[src/rtl/wb_bus_arbiter_if.sv]
// Bus bundle for wb_bus_arbiter: the per-master Wishbone request/response
// lanes on one side and the shared slave bus on the other.
// The arbiter connects through the slave modport; the environment (masters
// plus the downstream slave) drives through the master modport.
interface wb_bus_arbiter_if #(
   parameter int unsigned NUM_MASTERS = 2
);
   // master-facing lanes, master k at [W*k +: W]
   logic [NUM_MASTERS*32-1:0] m_adr_i;
   logic [NUM_MASTERS*32-1:0] m_dat_i;
   logic [NUM_MASTERS*4-1:0]  m_sel_i;
   logic [NUM_MASTERS-1:0]    m_we_i;
   logic [NUM_MASTERS-1:0]    m_cyc_i;
   logic [NUM_MASTERS-1:0]    m_stb_i;
   logic [31:0]               m_dat_o;
   logic [NUM_MASTERS-1:0]    m_ack_o;
   logic [NUM_MASTERS-1:0]    m_err_o;

   // shared slave bus
   logic [31:0]               s_adr_o;
   logic [31:0]               s_dat_o;
   logic [3:0]                s_sel_o;
   logic                      s_we_o;
   logic                      s_cyc_o;
   logic                      s_stb_o;
   logic [31:0]               s_dat_i;
   logic                      s_ack_i;

   modport slave (
      input  m_adr_i, m_dat_i, m_sel_i, m_we_i, m_cyc_i, m_stb_i,
      input  s_dat_i, s_ack_i,
      output m_dat_o, m_ack_o, m_err_o,
      output s_adr_o, s_dat_o, s_sel_o, s_we_o, s_cyc_o, s_stb_o
   );

   modport master (
      output m_adr_i, m_dat_i, m_sel_i, m_we_i, m_cyc_i, m_stb_i,
      output s_dat_i, s_ack_i,
      input  m_dat_o, m_ack_o, m_err_o,
      input  s_adr_o, s_dat_o, s_sel_o, s_we_o, s_cyc_o, s_stb_o
   );
endinterface

[src/rtl/wb_bus_arbiter.sv]
// wb_bus_arbiter: round-robin arbiter sharing one Wishbone slave bus between
// NUM_MASTERS masters. The grant is registered and held for the whole
// transfer; the granted master's request is routed to the slave and the
// ack/err are steered back to that master only.
// Optional macro WB_ARB_TIMEOUT_EN: builds a stall counter that aborts a
// transfer with a one-cycle m_err_o pulse after TIMEOUT_CYCLES unacked
// strobe cycles. Without it m_err_o is tied low and the arbiter waits forever.
module wb_bus_arbiter #(
   parameter int unsigned NUM_MASTERS    = 2,
   parameter int unsigned TIMEOUT_CYCLES = 255
) (
   input  logic                   clk,
   input  logic                   reset_n,
   wb_bus_arbiter_if.slave        bus,
   output logic [NUM_MASTERS-1:0] grant_o
);

   localparam int unsigned DW    = 32;
   localparam int unsigned SW    = 4;
   localparam int unsigned IDX_W = $clog2(NUM_MASTERS);

   if (NUM_MASTERS < 2 || NUM_MASTERS > 4) begin : g_bad_num_masters
      $error("wb_bus_arbiter: NUM_MASTERS must be 2..4");
   end
   if (TIMEOUT_CYCLES < 1) begin : g_bad_timeout
      $error("wb_bus_arbiter: TIMEOUT_CYCLES must be at least 1");
   end

   typedef enum logic [0:0] {
      IDLE = 1'b0,
      BUSY = 1'b1
   } state_t;

   state_t                 state_q;
   state_t                 state_d;
   logic [NUM_MASTERS-1:0] grant_d;
   logic [IDX_W-1:0]       last_q;
   logic [IDX_W-1:0]       last_d;

   // granted master's fields
   logic [DW-1:0]          g_adr;
   logic [DW-1:0]          g_dat;
   logic [SW-1:0]          g_sel;
   logic                   g_we;
   logic                   g_cyc;
   logic                   g_stb;
   logic [IDX_W-1:0]       g_idx;
   logic                   others_req;

   // arbitration result
   logic                   pick_found;
   logic [IDX_W-1:0]       pick_idx;

   logic                   busy;
   logic                   timeout;
   logic                   cyc_eff;
   logic                   stb_eff;
   logic                   ack_fwd;

   // Select the granted master's request fields and note competing requests.
   always_comb begin
      g_adr      = '0;
      g_dat      = '0;
      g_sel      = '0;
      g_we       = 1'b0;
      g_cyc      = 1'b0;
      g_stb      = 1'b0;
      g_idx      = '0;
      others_req = 1'b0;
      for (int k = 0; k < int'(NUM_MASTERS); k++) begin
         if (grant_o[k]) begin
            g_adr = bus.m_adr_i[k*DW +: DW];
            g_dat = bus.m_dat_i[k*DW +: DW];
            g_sel = bus.m_sel_i[k*SW +: SW];
            g_we  = bus.m_we_i[k];
            g_cyc = bus.m_cyc_i[k];
            g_stb = bus.m_stb_i[k];
            g_idx = IDX_W'(k);
         end else if (bus.m_cyc_i[k]) begin
            others_req = 1'b1;
         end
      end
   end

   // Round-robin pick: first requester after last_q, wrapping modulo NUM_MASTERS.
   always_comb begin
      pick_found = 1'b0;
      pick_idx   = '0;
      for (int i = 1; i <= int'(NUM_MASTERS); i++) begin
         for (int k = 0; k < int'(NUM_MASTERS); k++) begin
            if (!pick_found && bus.m_cyc_i[k] &&
                (k == (int'(last_q) + i) % int'(NUM_MASTERS))) begin
               pick_found = 1'b1;
               pick_idx   = IDX_W'(k);
            end
         end
      end
   end

   // Slave-bus handshake; a timeout suppresses cyc/stb for its cycle.
   assign busy    = (state_q == BUSY);
   assign cyc_eff = busy & g_cyc & ~timeout;
   assign stb_eff = cyc_eff & g_stb;
   assign ack_fwd = bus.s_ack_i & stb_eff;

   assign bus.s_adr_o = busy ? g_adr : '0;
   assign bus.s_dat_o = busy ? g_dat : '0;
   assign bus.s_sel_o = busy ? g_sel : '0;
   assign bus.s_we_o  = busy & g_we;
   assign bus.s_cyc_o = cyc_eff;
   assign bus.s_stb_o = stb_eff;

   assign bus.m_dat_o = bus.s_dat_i;
   assign bus.m_ack_o = grant_o & {NUM_MASTERS{ack_fwd}};
   assign bus.m_err_o = grant_o & {NUM_MASTERS{timeout}};

`ifdef WB_ARB_TIMEOUT_EN
   localparam int unsigned CNT_W = $clog2(TIMEOUT_CYCLES + 1);

   logic [CNT_W-1:0] cnt_q;
   logic [CNT_W-1:0] cnt_d;

   assign timeout = busy && (cnt_q == CNT_W'(TIMEOUT_CYCLES));

   // Stall counter: cleared outside BUSY and on ack, counts unacked strobes.
   always_comb begin
      cnt_d = cnt_q;
      if (!busy || timeout || ack_fwd) begin
         cnt_d = '0;
      end else if (stb_eff) begin
         cnt_d = cnt_q + CNT_W'(1);
      end
   end

   // Stall counter register.
   always_ff @(posedge clk) begin
      if (!reset_n) begin
         cnt_q <= '0;
      end else begin
         cnt_q <= cnt_d;
      end
   end
`else
   assign timeout = 1'b0;
`endif

   // Next state: grant on any request in IDLE; release on drop, handover or timeout.
   always_comb begin
      state_d = state_q;
      grant_d = grant_o;
      last_d  = last_q;
      case (state_q)
         IDLE: begin
            if (pick_found) begin
               state_d = BUSY;
               grant_d = NUM_MASTERS'(1) << pick_idx;
            end
         end
         BUSY: begin
            if (timeout || !g_cyc || (ack_fwd && others_req)) begin
               state_d = IDLE;
               grant_d = '0;
               last_d  = g_idx;
            end
         end
         default: begin
            state_d = IDLE;
            grant_d = '0;
         end
      endcase
   end

   // State, grant and round-robin pointer registers.
   always_ff @(posedge clk) begin
      if (!reset_n) begin
         state_q <= IDLE;
         grant_o <= '0;
         last_q  <= IDX_W'(NUM_MASTERS - 1);
      end else begin
         state_q <= state_d;
         grant_o <= grant_d;
         last_q  <= last_d;
      end
   end

endmodule

[src/flat_wrapper.sv]
// flat-port wrapper written by rule: the top's interface ports become plain ports
module wb_bus_arbiter_flat 
#(
   parameter int unsigned NUM_MASTERS    = 2,
   parameter int unsigned TIMEOUT_CYCLES = 255
)
  (clk, reset_n, grant_o, bus_m_adr_i, bus_m_dat_i, bus_m_sel_i, bus_m_we_i, bus_m_cyc_i, bus_m_stb_i, bus_s_dat_i, bus_s_ack_i, bus_m_dat_o, bus_m_ack_o, bus_m_err_o, bus_s_adr_o, bus_s_dat_o, bus_s_sel_o, bus_s_we_o, bus_s_cyc_o, bus_s_stb_o);
  wb_bus_arbiter_if #(.NUM_MASTERS(NUM_MASTERS)) bus_i ();
  input  logic clk;
  input  logic reset_n;
  output logic [NUM_MASTERS-1:0] grant_o;
  input wire logic [$bits(bus_i.m_adr_i)-1:0] bus_m_adr_i;
  input wire logic [$bits(bus_i.m_dat_i)-1:0] bus_m_dat_i;
  input wire logic [$bits(bus_i.m_sel_i)-1:0] bus_m_sel_i;
  input wire logic [$bits(bus_i.m_we_i)-1:0] bus_m_we_i;
  input wire logic [$bits(bus_i.m_cyc_i)-1:0] bus_m_cyc_i;
  input wire logic [$bits(bus_i.m_stb_i)-1:0] bus_m_stb_i;
  input wire logic [$bits(bus_i.s_dat_i)-1:0] bus_s_dat_i;
  input wire logic [$bits(bus_i.s_ack_i)-1:0] bus_s_ack_i;
  output wire logic [$bits(bus_i.m_dat_o)-1:0] bus_m_dat_o;
  output wire logic [$bits(bus_i.m_ack_o)-1:0] bus_m_ack_o;
  output wire logic [$bits(bus_i.m_err_o)-1:0] bus_m_err_o;
  output wire logic [$bits(bus_i.s_adr_o)-1:0] bus_s_adr_o;
  output wire logic [$bits(bus_i.s_dat_o)-1:0] bus_s_dat_o;
  output wire logic [$bits(bus_i.s_sel_o)-1:0] bus_s_sel_o;
  output wire logic [$bits(bus_i.s_we_o)-1:0] bus_s_we_o;
  output wire logic [$bits(bus_i.s_cyc_o)-1:0] bus_s_cyc_o;
  output wire logic [$bits(bus_i.s_stb_o)-1:0] bus_s_stb_o;
  assign bus_i.m_adr_i = bus_m_adr_i;
  assign bus_i.m_dat_i = bus_m_dat_i;
  assign bus_i.m_sel_i = bus_m_sel_i;
  assign bus_i.m_we_i = bus_m_we_i;
  assign bus_i.m_cyc_i = bus_m_cyc_i;
  assign bus_i.m_stb_i = bus_m_stb_i;
  assign bus_i.s_dat_i = bus_s_dat_i;
  assign bus_i.s_ack_i = bus_s_ack_i;
  assign bus_m_dat_o = bus_i.m_dat_o;
  assign bus_m_ack_o = bus_i.m_ack_o;
  assign bus_m_err_o = bus_i.m_err_o;
  assign bus_s_adr_o = bus_i.s_adr_o;
  assign bus_s_dat_o = bus_i.s_dat_o;
  assign bus_s_sel_o = bus_i.s_sel_o;
  assign bus_s_we_o = bus_i.s_we_o;
  assign bus_s_cyc_o = bus_i.s_cyc_o;
  assign bus_s_stb_o = bus_i.s_stb_o;
  wb_bus_arbiter #(.NUM_MASTERS(NUM_MASTERS), .TIMEOUT_CYCLES(TIMEOUT_CYCLES)) u_core (.clk(clk), .reset_n(reset_n), .bus(bus_i), .grant_o(grant_o));
endmodule
[config.mk]
export PLATFORM = sky130hd
export DESIGN_NAME = wb_bus_arbiter_flat
export DESIGN_NICKNAME = d
export VERILOG_FILES = /design/src/rtl/wb_bus_arbiter_if.sv /design/src/rtl/wb_bus_arbiter.sv /design/src/flat_wrapper.sv
export SDC_FILE = /design/constraint.sdc
export NUM_CORES = 1
export LEC_CHECK = 0
export BUFFER_PORTS_ARGS = -buffer_cell sky130_fd_sc_hd__buf_2
export CAP_MARGIN = 20
export CORE_AREA = 8 8 104 106
export DETAILED_ROUTE_END_ITERATION = 6
export DIE_AREA = 0 0 112 114
export GPL_TIMING_DRIVEN = 0
export MAX_ROUTING_LAYER = met4
export PLACE_DENSITY = 0.57
export SLEW_MARGIN = 20
export SYNTH_ARGS = -nofsm -noshare
export SYNTH_HDL_FRONTEND = slang
export SYNTH_SLANG_ARGS = --single-unit
[constraint.sdc]
create_clock -name clk -period 1.6 [get_ports clk]
set_clock_uncertainty 0.1 [all_clocks]
set_input_delay 0.32 -clock clk [delete_from_list [all_inputs] [get_ports clk]]
set_output_delay 0.32 -clock clk [all_outputs]
set_load 0.01 [all_outputs]
==> flow_summary.yaml, run 1 <==
routing:
  viasPerCell: 4.53
  ant_nets: 0
  first_pass_iters: 4
  route.vias.total: 2738
  drc: 0
  wl_per_cell_um: 16.7
  drt-initial-drc-count: 119
  routed_wl_um: 10100
finish:
  mostFrequentLayoutCells: "buf_2 (250), nor2_1 (74), a22oi_2 (47), buf_4 (46), a22oi_1 (22)"
  layout_commonest_cell: "buf_2"
  n_fill_cell: 979
  diodes: 0
  nNetsFinal: 673
  syn_to_final_growth_pct: 136
  final_core_util_pct: 37.4
  layout-drive-gt1-share_pct: 76.9
worst_setup_path:
  cp_cell_sequence: "nor2b_4 > buf_6 > buf_8 > clkbuf_16 > a22oi_2 > nor2_1 > buf_2"
  cp-start-kind: "flip-flop"
  cpLargestDelayFamily: "buffers and inverters"
  critical_path_class: "reg -> out"
  crit_path_end_kind: "primary output"
  cpMaxStageDelayCell: "dfxtp_4"
  worstPathArrival_ps: 1410
  critical_path.max_stage_delay_ps: 330
  crit_required_ps: 1180
  critPathBufInv: 4
  crit_fanout: 6
place:
  dpl.hpwl_um: 8460
  port_buffers: 251
  globalplace.congestion: 0.871
  place_ws_ps: -261
synthesis:
  yosysSeqAreaShare_pct: 5.55
  syn_area_mm2: 0.00144
  yosys_warnings: 0
  syn_avg_cell_area_um2: 6.30
  yosysTopAreaCell: "a22oi_1"
  ys_top_cells_by_area: "a22oi_1 (36%), buf_4 (20%), nor2_1 (20%)"
  yosys.area.top_type_share_pct: 35.9
  yosysUniqueCellTypes: 26
  syn_inst: 229
  ys_ff_latch: 4
floorplan:
  die_w_um: 112
  dieArea_mm2: 0.0128
  core_mm2: 0.00911
  rows: 35
  die_h_um: 114
  initial_utilization_pct: 15.8
  ios: 286
global_route:
  grt_pass1_wl_um: 15400
  grt_pass1_vias: 2960
  track_usage_pct: 14.8
  antenna_found_initial: 0
  grt_max_degree: 11
  grt_overflow: 0
timing:
  rsz0062_at_grt: "yes"
  timing.fmax_ghz: 0.547
  finalCritPeriodShare_pct: 114
  setup_slack_ps: -227
  min_period_ps: 1830
  setup_viol: 76
  hold_violations: 0
  report.final.slew_viol_count: 0
power:
  power_frac_seq_pct: 9.2
  swShare_pct: 40.7
  power.density_mw_per_mm2: 403
  peakVddDrop_mv: 0.189
  pwr-share-clk_pct: 15.1
  switchingPower_uw: 558
  p_leak_nw: 1.84
  combPwrFrac_pct: 75.8
  p_int_uw: 812
clocking:
  path_clk_slew_ps: 30
  cts_tree: "built"
  cts_hold_buf: 0
  root_buffer: "clkbuf_8"
  cts.path.max_buffers: 2
  cts.sinks: 4
  cts_max_level: 1
  clk_latency_ps: 210
  cts_buffers: 3
outcome:
  outcome: "finished, violations left"
  violations: "setup timing"
hold_path:
  hp-class: "in -> reg"
run:
  cap_violations: 0
area by class of cell:
| cell class | instances | area, um2 | share of cell area (%) |
|---|---|---|---|
| plain buffers | 57 | 499 | 14.7 |
| clock buffers | 3 | 41.3 | 1.21 |
| inverters | 3 | 13.8 | 0.404 |
| multi-input cells | 165 | 1230 | 36.1 |
| flip-flops and latches | 4 | 91.3 | 2.68 |
| well taps | 111 | 139 | 4.08 |
| repair buffers | 262 | 1390 | 40.9 |
path summary, 6_finish.rpt:
path	slack [ps]	to	startpoint	depth (start not counted)
setup / recovery	-230	bus_s_adr_o[24]	u_core.grant_o[0]	7
hold / removal	280	u_core.busy	reset_n	2
setup reg to reg	-70	u_core.grant_o[1]	u_core.grant_o[0]	6
hold reg to reg	430	u_core.last_q	u_core.last_q	2
flip-flops by register name (all words and copies together) (netlist names):
name	cells
u_core.grant_o	2
u_core.busy	1
u_core.last_q	1
Yosys cell counts:
| cell | instances |
|---|---|
| a22oi_1 | 69 |
| o311a_1 | 1 |
| a22oi_4 | 1 |
| and3_1 | 1 |
| buf_4 | 38 |
| and2_1 | 1 |
| mux2i_1 | 1 |
| conb_1 | 1 |
| buf_2 | 14 |
| inv_1 | 2 |
| and4b_1 | 1 |
| dfxtp_1 | 4 |
| a2bb2o_4 | 1 |
| and3b_1 | 1 |
| o21ai_1 | 1 |
| inv_2 | 1 |
| nand3_1 | 2 |
| o211ai_1 | 1 |
| a21oi_1 | 1 |
| nand2_1 | 1 |
| nor2b_1 | 3 |
| o21ai_0 | 1 |
| buf_1 | 1 |
| nor2_1 | 75 |
| o32a_4 | 1 |
| clkbuf_1 | 5 |
metrics by stage:
stage | power (mW) | hold WS [ps] | setup TNS, ps | std cells | instance area [um2]
after global placement | 0.942 | 410 | -12360 | 592 | 2840
after global routing | 1.48 | 295 | -17180 | 605 | 3400
after CTS | 1.34 | 274 | -12540 | 603 | 3300
after detailed placement | 0.951 | 421 | -12980 | 592 | 2840
after floorplan | 0.567 | 366 | 0 | 230 | 1450
final | 1.37 | 282 | -12470 | 605 | 3400
worst register-to-register path, stage by stage (launching register included):
cell and delay (ps):
dfxtp_4 330, buf_4 130, and3b_2 200, buf_4 130, buf_4 120, o32a_4 340
a2bb2o_4 210
cell families (layout without fill, tap and decap cells):
group	count (synthesis)	after routing	share of synthesized area [%]
AOI/OAI and AO/OA	77	77	42.6
DFF	4	4	5.55
muxes	1	1	0.694
buffers and inverters	61	325	27.0
other	1	2	0.260
and+or+nand+nor	85	85	23.9
layer usage:
layer  wire length [um]  up-vias  part of all wire [%]  track usage (%)
li1                   -     1319                     -                -
met1               3780     1244                    37             15.1
met2               5470      169                    54             28.6
met3                773        6                   7.7             3.59
met4                 66        0                  0.65             2.43
met5                  0        -                     0                -
power by group through the flow:
stage / Combinational (mW) / Clock [mW] / Sequential [mW]
after floorplan: 0.444 / 0 / 0.123
after global placement: 0.818 / 0 / 0.125
final: 1.04 / 0.207 / 0.125
after global routing: 1.13 / 0.219 / 0.128
after detailed placement: 0.826 / 0 / 0.125
after CTS: 1.00 / 0.211 / 0.125
what timing repair did:
item	in CTS	in global routing
pin swaps	4	6
resized for setup	86	16
setup endpoints to repair	73	74
cloned	0	1
setup buffers	9	1
No activity file was read; power rests on OpenSTA's default activity.
==> inputs of run 2 (changes only) <==
GPL_TIMING_DRIVEN = default   (was 0)
==> run 2 against run 1 <==
  * The run still ends with setup timing left
  * Largest cell class unchanged
  * Wire length down 16%
  * Non-clock buffer count fell by 77
  * Clock power increased by 3%
  * Critical path depth fell by 1
  * Via count is 12% lower
  * Fmax grew 3.4%
  * Count of clock-buffer cells in the layout unchanged
==> flow_summary.yaml, run 2 (synthesized netlist as in run 1, its figures left out) <==
outcome:
  outcome: "finished, violations left"
  violations: "setup timing"
floorplan:
  core_mm2: 0.00911
  die_h_um: 114
  initial_utilization_pct: 15.8
  die_w_um: 112
  ios: 286
  rows: 35
  dieArea_mm2: 0.0128
worst_setup_path:
  crit_fanout: 22
  worstReg2RegStart: "u_core.grant_o[0]"
  rr_endpoint: "u_core.grant_o[1]"
  worstPathArrival_ps: 1350
  worstRegToRegCells: 5
  crit_required_ps: 1180
  crit_path_end_kind: "primary output"
  critical_path_class: "reg -> out"
  ff2ff_setup_slack_ps: 80
  cp-start-kind: "flip-flop"
finish:
  final_area_mm2: 0.00270
  syn_to_final_growth_pct: 86.8
  mostFrequentLayoutCells: "buf_2 (218), nor2_1 (74), a22oi_1 (67), buf_4 (11), buf_6 (5)"
  largest_reg_flops: 2
  nNetsFinal: 596
  n_fill_cell: 983
  layout-drive-gt1-share_pct: 61.6
  layout_commonest_cell: "buf_2"
  diodes: 0
  fin_cells: 528
  top_register: "u_core.grant_o"
global_route:
  use_met2_pct: 22.7
  grt_max_degree: 51
  use_met3_pct: 3.28
  grt_pass1_vias: 2462
  grt_overflow: 0
  antenna_found_initial: 0
  grt_pass1_wl_um: 12500
  track_usage_pct: 12.1
  met1_usage_pct: 11.9
  grt_busiest_layer: "met2"
place:
  post-place-cells: 515
  place_ws_ps: -19.2
  globalplace.congestion: 0.770
  port_buffers: 219
  dpl.hpwl_um: 6620
  dpl_cell_area_mm2: 0.00246
power:
  peakVddDrop_mv: 0.168
  p_leak_nw: 1.48
  power.total_mw: 1.13
  power.density_mw_per_mm2: 421
timing:
  rsz0062_at_grt: "yes"
  report.final.slew_viol_count: 0
  min_period_ps: 1770
  setup_slack_ps: -168
  setup_viol: 73
  hold_violations: 0
  timing.fmax_ghz: 0.566
  finalCritPeriodShare_pct: 110
  tns_ps: -9710
clocking:
  cts_max_level: 1
  cts_hold_buf: 0
  path_clk_slew_ps: 30
  cts_buffers: 3
  cts.path.max_buffers: 2
  clk_latency_ps: 220
  root_buffer: "clkbuf_8"
  cts_tree: "built"
  cts.sinks: 4
hold_path:
  hp-class: "in -> reg"
  hold_end: "u_core.busy"
  hp-start: "reset_n"
  hold_path_depth: 2
run:
  cap_violations: 0
routing:
  first_pass_iters: 4
  route.vias.total: 2411
  viasPerCell: 4.57
  wl_per_cell_um: 16.0
  routed_wl_um: 8470
  drc: 0
  ant_nets: 0
  drt-initial-drc-count: 139
run 2: how the worst max path moves through the flow:
stage | start | cells past startpoint | end | slack, ps
4_1_cts | u_core.grant_o[1] | 6 | bus_s_adr_o[2] | -170
5_1_grt | u_core.grant_o[1] | 6 | bus_s_dat_o[15] | -250
3_5_place_dp | u_core.grant_o[0] | 5 | bus_s_adr_o[2] | -20
3_3_place_gp | u_core.grant_o[0] | 5 | bus_s_adr_o[2] | 7
6_report | u_core.grant_o[1] | 6 | bus_s_adr_o[10] | -170
2_1_floorplan | u_core.grant_o[0] | 6 | bus_s_adr_o[20] | 3
run 2: per-layer routing:
metal	vias up	routed length (um)
met3	18	733
met5	-	0
met2	154	4390
met1	1076	3170
met4	0	174
li1	1163	-
run 2: through the flow:
stage	hold slack (ps)	util, %
2_1_floorplan	366	-
3_3_place_gp	404	27.0
3_5_place_dp	420	27.0
4_1_cts	270	29.2
5_1_grt	289	29.6
6_report	272	29.6
run 2: power by group:
group          internal [mW]  switching (mW)
clock                  0.160          0.0528
sequential             0.112          0.0136
combinational          0.409           0.387
run 2: what timing repair did:
item / 4_1_cts / 5_1_grt
resized for setup: 11 / 3
endpoints found under the setup margin: 73 / 73
cloned: 3 / 1
pin swaps: 2 / 1
endpoints found under the hold margin: 0 / 0
buffers inserted: 6 / 0
run 2: layout make-up:
type	count	area, um2	area share [%]
multi-input combinational	165	1000	37.1
timing repair buffer	242	1420	52.6
clock buffer	3	41.3	1.53
tap	111	139	5.15
sequential	4	85.1	3.16
inverter	3	11.3	0.418
run 2: critical path, cell delays in order, from the launching register on:
cell and delay, ps:
dfxtp_4 360, nor2b_4 140, buf_4 130, buf_12 150, a22oi_1 80, nor2_1 100, buf_2 140
